$ cat src/rtl/mem_port_arbiter_pkg.sv
// Shared encodings for the memory port arbiter.
package mem_port_arbiter_pkg;

  typedef enum logic [1:0] {
    ST_IDLE   = 2'd0,
    ST_ACCESS = 2'd1,
    ST_DONE   = 2'd2
  } state_e;

  localparam logic OWN_CPU = 1'b0;
  localparam logic OWN_LDR = 1'b1;

  // Wait-state counter width; WAIT_N is limited to 0..15.
  localparam int unsigned CNT_W = 4;

endpackage

$ cat src/rtl/mem_port_arbiter_rr_pick2.sv
// Two-input round-robin pick: on a tie, the side that was not granted last wins.
module mem_port_arbiter_rr_pick2
  import mem_port_arbiter_pkg::*;
(
  input  logic [1:0] req_i,   // bit 0 = CPU, bit 1 = loader
  input  logic       last_i,  // owner code of the last completed grant
  output logic       valid_o,
  output logic       pick_o   // owner code of the winner
);

  // Tie goes to the opposite of the last grant; otherwise the lone requester.
  always_comb begin
    valid_o = |req_i;
    if (&req_i) begin
      pick_o = ~last_i;
    end else begin
      pick_o = req_i[1] ? OWN_LDR : OWN_CPU;
    end
  end

endmodule

$ cat src/rtl/mem_port_arbiter.sv
// Shares one external memory port between the CPU and the loader/debug requester.
// Registered memory-side outputs, one access per grant, WAIT_N extra strobe cycles.
module mem_port_arbiter
  import mem_port_arbiter_pkg::*;
#(
  parameter int unsigned AW     = 8,
  parameter int unsigned DW     = 8,
  parameter int unsigned WAIT_N = 1
) (
  input  logic          CLK,
  input  logic          RST_N,
  input  logic          CPU_REQ,
  input  logic          CPU_WE,
  input  logic [AW-1:0] CPU_ADDR,
  input  logic [DW-1:0] CPU_WDATA,
  output logic [DW-1:0] CPU_RDATA,
  output logic          CPU_ACK,
  input  logic          LDR_REQ,
  input  logic          LDR_WE,
  input  logic [AW-1:0] LDR_ADDR,
  input  logic [DW-1:0] LDR_WDATA,
  output logic [DW-1:0] LDR_RDATA,
  output logic          LDR_ACK,
  output logic [AW-1:0] MADDR,
  output logic [DW-1:0] MDATA_O,
  input  logic [DW-1:0] MDATA_I,
  output logic          RD,
  output logic          WR,
  output logic          OWNER
);

  localparam logic [CNT_W-1:0] WaitInit = CNT_W'(WAIT_N);

  state_e           state_q, state_d;
  logic [CNT_W-1:0] cnt_q, cnt_d;
  logic [AW-1:0]    maddr_q, maddr_d;
  logic [DW-1:0]    mdata_q, mdata_d;
  logic [DW-1:0]    cpu_rdata_q, cpu_rdata_d;
  logic [DW-1:0]    ldr_rdata_q, ldr_rdata_d;
  logic             rd_q, rd_d;
  logic             wr_q, wr_d;
  logic             cpu_ack_q, cpu_ack_d;
  logic             ldr_ack_q, ldr_ack_d;
  logic             owner_q, owner_d;
  logic             last_q, last_d;

  logic             grant_valid;
  logic             grant_pick;
  logic             win_we;

  mem_port_arbiter_rr_pick2 u_rr_pick2 (
    .req_i   ({LDR_REQ, CPU_REQ}),
    .last_i  (last_q),
    .valid_o (grant_valid),
    .pick_o  (grant_pick)
  );

  assign win_we = (grant_pick == OWN_LDR) ? LDR_WE : CPU_WE;

  // State and datapath registers; reset aborts any access in flight.
  always_ff @(posedge CLK or negedge RST_N) begin
    if (!RST_N) begin
      state_q     <= ST_IDLE;
      cnt_q       <= '0;
      maddr_q     <= '0;
      mdata_q     <= '0;
      cpu_rdata_q <= '0;
      ldr_rdata_q <= '0;
      rd_q        <= 1'b0;
      wr_q        <= 1'b0;
      cpu_ack_q   <= 1'b0;
      ldr_ack_q   <= 1'b0;
      owner_q     <= OWN_CPU;
      last_q      <= OWN_LDR;  // CPU wins the first tie
    end else begin
      state_q     <= state_d;
      cnt_q       <= cnt_d;
      maddr_q     <= maddr_d;
      mdata_q     <= mdata_d;
      cpu_rdata_q <= cpu_rdata_d;
      ldr_rdata_q <= ldr_rdata_d;
      rd_q        <= rd_d;
      wr_q        <= wr_d;
      cpu_ack_q   <= cpu_ack_d;
      ldr_ack_q   <= ldr_ack_d;
      owner_q     <= owner_d;
      last_q      <= last_d;
    end
  end

  // Next-state: IDLE -> ACCESS on any request, ACCESS -> DONE when waits expire.
  always_comb begin
    state_d = state_q;
    case (state_q)
      ST_IDLE:   if (grant_valid) state_d = ST_ACCESS;
      ST_ACCESS: if (cnt_q == '0) state_d = ST_DONE;
      ST_DONE:   state_d = ST_IDLE;
      default:   state_d = ST_IDLE;
    endcase
  end

  // Datapath next values: latch winner in IDLE, complete in ACCESS, turnaround in DONE.
  always_comb begin
    cnt_d       = cnt_q;
    maddr_d     = maddr_q;
    mdata_d     = mdata_q;
    cpu_rdata_d = cpu_rdata_q;
    ldr_rdata_d = ldr_rdata_q;
    rd_d        = rd_q;
    wr_d        = wr_q;
    cpu_ack_d   = 1'b0;
    ldr_ack_d   = 1'b0;
    owner_d     = owner_q;
    last_d      = last_q;
    case (state_q)
      ST_IDLE: begin
        rd_d = 1'b0;
        wr_d = 1'b0;
        if (grant_valid) begin
          owner_d = grant_pick;
          maddr_d = (grant_pick == OWN_LDR) ? LDR_ADDR : CPU_ADDR;
          mdata_d = (grant_pick == OWN_LDR) ? LDR_WDATA : CPU_WDATA;
          rd_d    = ~win_we;
          wr_d    = win_we;
          cnt_d   = WaitInit;
        end
      end
      ST_ACCESS: begin
        if (cnt_q != '0) begin
          cnt_d = cnt_q - 1'b1;
        end else begin
          rd_d = 1'b0;
          wr_d = 1'b0;
          if (owner_q == OWN_LDR) begin
            ldr_ack_d = 1'b1;
            if (rd_q) ldr_rdata_d = MDATA_I;
          end else begin
            cpu_ack_d = 1'b1;
            if (rd_q) cpu_rdata_d = MDATA_I;
          end
        end
      end
      ST_DONE: begin
        rd_d   = 1'b0;
        wr_d   = 1'b0;
        last_d = owner_q;
      end
      default: begin
        rd_d = 1'b0;
        wr_d = 1'b0;
      end
    endcase
  end

  assign MADDR     = maddr_q;
  assign MDATA_O   = mdata_q;
  assign RD        = rd_q;
  assign WR        = wr_q;
  assign CPU_ACK   = cpu_ack_q;
  assign LDR_ACK   = ldr_ack_q;
  assign CPU_RDATA = cpu_rdata_q;
  assign LDR_RDATA = ldr_rdata_q;
  assign OWNER     = owner_q;

endmodule

$ cat config.mk
export PLATFORM = sky130hd
export DESIGN_NAME = mem_port_arbiter
export DESIGN_NICKNAME = d
export VERILOG_FILES = /design/src/rtl/mem_port_arbiter_pkg.sv /design/src/rtl/mem_port_arbiter_rr_pick2.sv /design/src/rtl/mem_port_arbiter.sv
export SDC_FILE = /design/constraint.sdc
export NUM_CORES = 1
export LEC_CHECK = 0
export CORE_MARGIN = 5
export CORE_UTILIZATION = 43
export DETAILED_ROUTE_END_ITERATION = 10
export PLACE_DENSITY = 0.81
export SYNTH_ARGS = -nofsm -noshare
export SYNTH_HDL_FRONTEND = slang
export SYNTH_SLANG_ARGS = --single-unit
export TNS_END_PERCENT = 100
$ cat constraint.sdc
create_clock -name CLK -period 4.3 [get_ports CLK]
set_clock_uncertainty 0.2 [all_clocks]
set_input_delay 0.645 -clock CLK [delete_from_list [all_inputs] [get_ports CLK]]
set_output_delay 0.645 -clock CLK [all_outputs]
set_load 0.03 [all_outputs]
After elaboration in Yosys (flattened, before gate mapping)
Index checks and enable logic that the tools add are counted.
{"block": "op_classes", "n_reduce_logical": 11, "bitwise_logic": 4, "add_sub_neg": 1, "n_eq_ne": 6, "muxes": 22}
{"operator": "two-way mux 8 bit", "count": 2}
{"operator": "two-way mux 1 bit", "count": 12}
{"operator": "two-way mux 4 bit", "count": 2}
{"operator": "!= test 2 bit (second input constant)", "count": 4}
{"operator": "one-hot mux 4 bit (2 select lines)", "count": 1}
{"operator": "AND reduction 4 bit", "count": 2}
{"operator": "AND reduction 2 bit", "count": 3}
{"operator": "logical NOT 4 bit", "count": 1}
{"operator": "two-way mux 2 bit", "count": 2}
{"operator": "inverter 1 bit", "count": 4}
{"operator": "one-hot mux 1 bit (2 select lines)", "count": 2}
{"operator": "one-hot mux 2 bit (2 select lines)", "count": 1}
{"operator": "nonzero test 4 bit", "count": 1}
{"operator": "subtractor 4 x 1 -> 4 bit (second input constant)", "count": 1}
{"operator": "AND reduction 3 bit", "count": 1}
{"operator": "equality test 2 x 1 -> 1 bit (second input constant)", "count": 1}
{"operator": "equality test 2 bit (second input constant)", "count": 1}
{"operator": "logical NOT 2 bit", "count": 1}
{"operator": "nonzero test 2 bit", "count": 1}
{"operator": "OR reduction 2 bit", "count": 1}
{"block": "totals", "output_inout_bits": 37, "register_bits": 44, "in_bits": 46, "elab_cells": 56}

Depth between registers and ports, before layout
{"block": "logic_depth", "ltp_word": 6, "ltp_mapped": 6, "mapped_depth_nobuf": 5}

Hierarchy
From an unflattened synthesis, not the netlist that was laid out.
{"block": "hier_totals", "cells_unflattened": 155, "hier_area_um2": 1935.6}
{"module": "mem_port_arbiter", "instances": 1, "cells_each": 153, "seq_area_each_um2": 1102.3, "area_each_um2": 1921.8}
{"module": "mem_port_arbiter_rr_pick2", "instances": 1, "cells_each": 2, "seq_area_each_um2": 0.0, "area_each_um2": 13.8}

Worst setup path after synthesis
Ideal clock, no wire load.
{"block": "synth_timing", "kind": "register to register", "start": "register cnt_q[0]", "end": "register ldr_rdata_q[0], in the netlist LDR_RDATA[0]", "slack_ps": 2187, "arrival_time_ps": 1788, "stages_incl_launch_ff": 7, "t_required_ps": 3975, "setup_time_ps": 125, "synth_period_minus_slack_ps": 2113, "n_path_buf": 1, "cell_sequence": "dfrtp_1 -> inv_1 -> ha_1 -> or3b_1 -> buf_2 -> nor3_4 -> mux2_2"}
{"block": "synth_between", "elab_chain_len": 3}
{"item": "start, declared", "line": "mem_port_arbiter.sv:35", "rtl": "logic [CNT_W-1:0] cnt_q, cnt_d;"}
{"item": "start signal, assigned", "line": "mem_port_arbiter.sv:77", "rtl": "cnt_q <= cnt_d;"}
{"item": "nonzero test 4 bit", "line": "mem_port_arbiter.sv:129", "rtl": "if (cnt_q != '0) begin"}
{"item": "inverter 1 bit (no source line)"}
{"item": "AND reduction 4 bit (no source line)"}
{"item": "end signal, assigned", "line": "mem_port_arbiter.sv:81", "rtl": "ldr_rdata_q <= ldr_rdata_d;"}
{"item": "end, declared", "line": "mem_port_arbiter.sv:39", "rtl": "logic [DW-1:0] ldr_rdata_q, ldr_rdata_d;"}
No other way between the ends.
A chain may end at the register's enable or synchronous reset.

Worst setup path after layout
{"block": "layout_timing", "start": "input port CPU_REQ", "end": "register owner_q, in the netlist OWNER"}
{"block": "layout_between", "elab_chain_len": 2, "elab_cells_between_ends": 4, "cone_classes": "1 x mux; 3 x reduce/logical"}
{"item": "start, declared", "line": "mem_port_arbiter.sv:12", "rtl": "input logic CPU_REQ,"}
{"item": "AND reduction 2 bit or OR reduction 2 bit (tied branches)", "line": "mem_port_arbiter_rr_pick2.sv:14, mem_port_arbiter_rr_pick2.sv:13"}
{"item": "two-way mux 1 bit or AND reduction 2 bit (tied branches)"}
{"item": "end signal, assigned", "line": "mem_port_arbiter.sv:86", "rtl": "owner_q <= owner_d;"}
{"item": "end, declared", "line": "mem_port_arbiter.sv:44", "rtl": "logic owner_q, owner_d;"}
Several ways; a longest one is shown, not always the timed one.

==> flow_summary_export.csv <==
group,metric,value,unit
setup_path,worst_r2r_endpoint,"CPU_RDATA[4]",
synthesis,synth_fa_ha_area_frac,0.00655,
drt,wirelength,4550,um
timing,setup_tns,0,ps
timing,worstMarginPinSlew,970,ps
setup_path,worstPathRequired,4320,ps
drt,vias,1488,
synthesis,ys_seq_area_frac,0.577,
clock_tree,cts_inserted_buffers,5,
drt,ant_nets,0,
setup_path,reg2reg_depth,5,
floorplan,io_pins,83,
clock_tree,clk_path_buf_depth,2,
setup_path,path_class,"input port to flip-flop",
synthesis,syn_nets,205,
clock_tree,hold_buffers,0,
synthesis,synthTopCellsByCount,"dfrtp_1 (43), a21oi_1 (35), mux2i_1 (18), mux2_2 (17), clkbuf_1 (7)",
global_routing,grt_max_degree,45,
clock_tree,cts_resized,0,
min_path,hold_start,"cnt_q[0]",
drt,drt_first_iter_violations,74,
synthesis,synthCells,158,
setup_path,start_kind,"input port",
synthesis,synthesis.area,1910,um^2
setup_path,arrival,2370,ps
synthesis,synth_top_family_by_area,"multiplexers",
setup_path,path_cells,"clkdlybuf4s50_1 > or2_2 > and2_1 > mux2i_1",
floorplan,die-area,5880,um^2
setup_path,critical_path.max_fanout,20,
placement,dp_cells,283,
global_routing,grt_pass1_vias,1542,
timing,hold_viol_final,0,
floorplan,start_util,0.442,
synthesis,avgSynthCellArea,12.1,um^2
setup_path,r2r-start,"cnt_q[1]",
floorplan,die_x,76.7,um
global_routing,overflow,0,
global_routing,grt_pass1_wl,7490,um
timing,drv_slew,0,
placement,port_buffers,82,
setup_path,critPathTopFamily,"simple AND/OR/NAND/NOR gates",
synthesis,ys_warn_count,0,
synthesis,synth-compound-area-share,0.132,
min_path,hold_depth,1,
min_path,hold_path_class,"flip-flop to flip-flop",
synthesis,synth.area.top_cells,"dfrtp_1 (56%), mux2_2 (10%), mux2i_1 (9.4%), a21oi_1 (9.2%), clkbuf_1 (1.4%)",
synthesis,synth-xor-area-share,0,
drt,viasPerCell,5.11,
timing,finalCriticalPeriod,2360,ps
synthesis,synth_edf_count,0,
clock_tree,htreeDepth,2,
run,drv_cap,0,
synthesis,synthMuxAreaShare,0.194,
global_routing,grt.total_usage,0.159,
clock_tree,cts_tree,"built",
synthesis,async_flop_share,1.00,
drt,drc,0,
setup_path,cp_slowest_cell,"and2_1",
finish,nets,285,
pwr,p_leak,1.24,nW
placement,post-dp-hpwl,3390,um
finish,drive_gt1_frac,0.126,
synthesis,synth_top_area_cell,"dfrtp_1",
placement,gp_routability_congestion,0.766,
clock_tree,cts_root_buf,"clkbuf_8",
floorplan,core,4320,um^2
pwr,power_density,717,nW/um^2
pwr,finalPower,2.04,mW
floorplan,fp.dieH,76.7,um
synthesis,synthDistinctLibCells,29,
finish,final_cells,291,
finish,antenna_cells,0,
floorplan,num_rows,24,
synthesis,synth.most_common_cell,"dfrtp_1",
pwr,ir_drop,0.391,mV
drt,firstDrtPassIters,4,
clock_tree,cts_setup_buffers,0,
clock_tree,clkLatencyLatePin,300,ps
timing,max_freq,0.424,GHz
outcome,status,"complete, no violations",
setup_path,crit_buf_inv,1,
synthesis,synth-seq-cells,44,
synthesis,synth_top_area_frac,0.563,
synthesis,yosys_most_used_dff,"dfrtp_1",
setup_path,rrSetupSlack,2020,ps
global_routing,antenna_found_initial,0,
timing,rsz0062_at_grt,"no",
min_path,min_to,"cnt_q[0]",
synthesis,yosys.area_share.simple,0.0583,
setup_path,cpPeakStageDelay,670,ps
setup_path,crit_path_end_kind,"flip-flop",
timing,maxSlewHeadroom,0.353,
clock_tree,clock-sinks,44,
drt,routedWlPerCell,15.6,um
timing,period_share,0.548,
clock_tree,clkSlewWorstSetupHoldPaths,80,ps
finish,synthToLayoutAreaGrowth,49.1,%
timing,setup_viol,0,
## how the worst max path moves through the flow
stage	startpoint	end	slack, ps	cells after the start
6_report	CPU_REQ	OWNER	1940	4
5_1_grt	CPU_REQ	MDATA_O[7]	1800	4
4_1_cts	CPU_REQ	OWNER	1930	4
3_5_place_dp	CPU_REQ	OWNER	1620	4
3_3_place_gp	CPU_REQ	OWNER	1670	4
2_1_floorplan	cnt_q[0]	LDR_RDATA[0]	2190	6
## flip-flops by register name, summed over array words and instances (netlist names)
name	count
CPU_RDATA	8
LDR_RDATA	8
MADDR	8
MDATA_O	8
cnt_q	4
state_q	2
CPU_ACK	1
LDR_ACK	1
OWNER	1
RD	1
WR	1
last_q	1
## layout make-up
| class | instances | area (um^2) |
|---|---|---|
| inverter | 5 | 18.8 |
| timing repair buffer | 83 | 823 |
| clock buffer | 8 | 90.1 |
| fill | 358 | 1480 |
| multi-input combinational | 99 | 748 |
| sequential | 44 | 1100 |
| tap | 52 | 65.1 |
## cell families (layout without fill, tap and decap cells)
logic type      count (synthesis)  after routing
compound gates                 45             45
mux                            35             35
fa+ha+maj                       1              1
flops                          44             44
simple gates                   18             18
buf+inv                        15             96
## power breakdown
group | total (mW) | internal [mW] | switching, mW
combinational | 1.08 | 0.463 | 0.621
clock | 0.264 | 0.131 | 0.133
sequential | 0.694 | 0.594 | 0.0997
## cells in the final DEF, fill, tap and decap left out
master           count
or2_2                1
inv_1                5
buf_2                1
nor3_4               1
clkbuf_1             2
nand2b_1             1
ha_1                 1
nor3b_1              1
a22o_1               1
clkdlybuf4s50_1     81
a21bo_2              1
nand2_1              2
dfstp_2              1
a21boi_0             1
a221oi_1             1
nand4_1              3
clkbuf_8             6
or3_1                1
buf_4                1
dfrtp_1             43
mux2i_1             18
mux2_2              17
a21oi_1             35
a21o_2               1
o2bb2ai_1            1
or3b_1               1
and2_1               1
nor2b_1              1
nor3_1               2
nor2_1               3
o21ai_0              2
o31ai_1              2
## metrics by stage
| stage | util | instance area [um^2] | worst slack (ps) | hold slack (ps) |
|---|---|---|---|---|
| after global placement | 0.638 | 2760 | 1670 | 259 |
| after global routing | 0.659 | 2850 | 1800 | 321 |
| after floorplan | - | 1910 | 2190 | 149 |
| after detailed placement | 0.638 | 2760 | 1620 | 280 |
| final | 0.659 | 2850 | 1940 | 280 |
| after CTS | 0.659 | 2850 | 1930 | 290 |
## routing by layer
layer  part of all wire  GRT usage  up-vias  wire [um]
li1                   -          -      725          -
met1               0.38      0.180      708       1720
met2               0.51      0.260       50       2310
met3               0.10     0.0785        5        459
met4              0.013     0.0524        0         57
met5                  0          0        -          0
No activity file was read; power rests on OpenSTA's default activity.
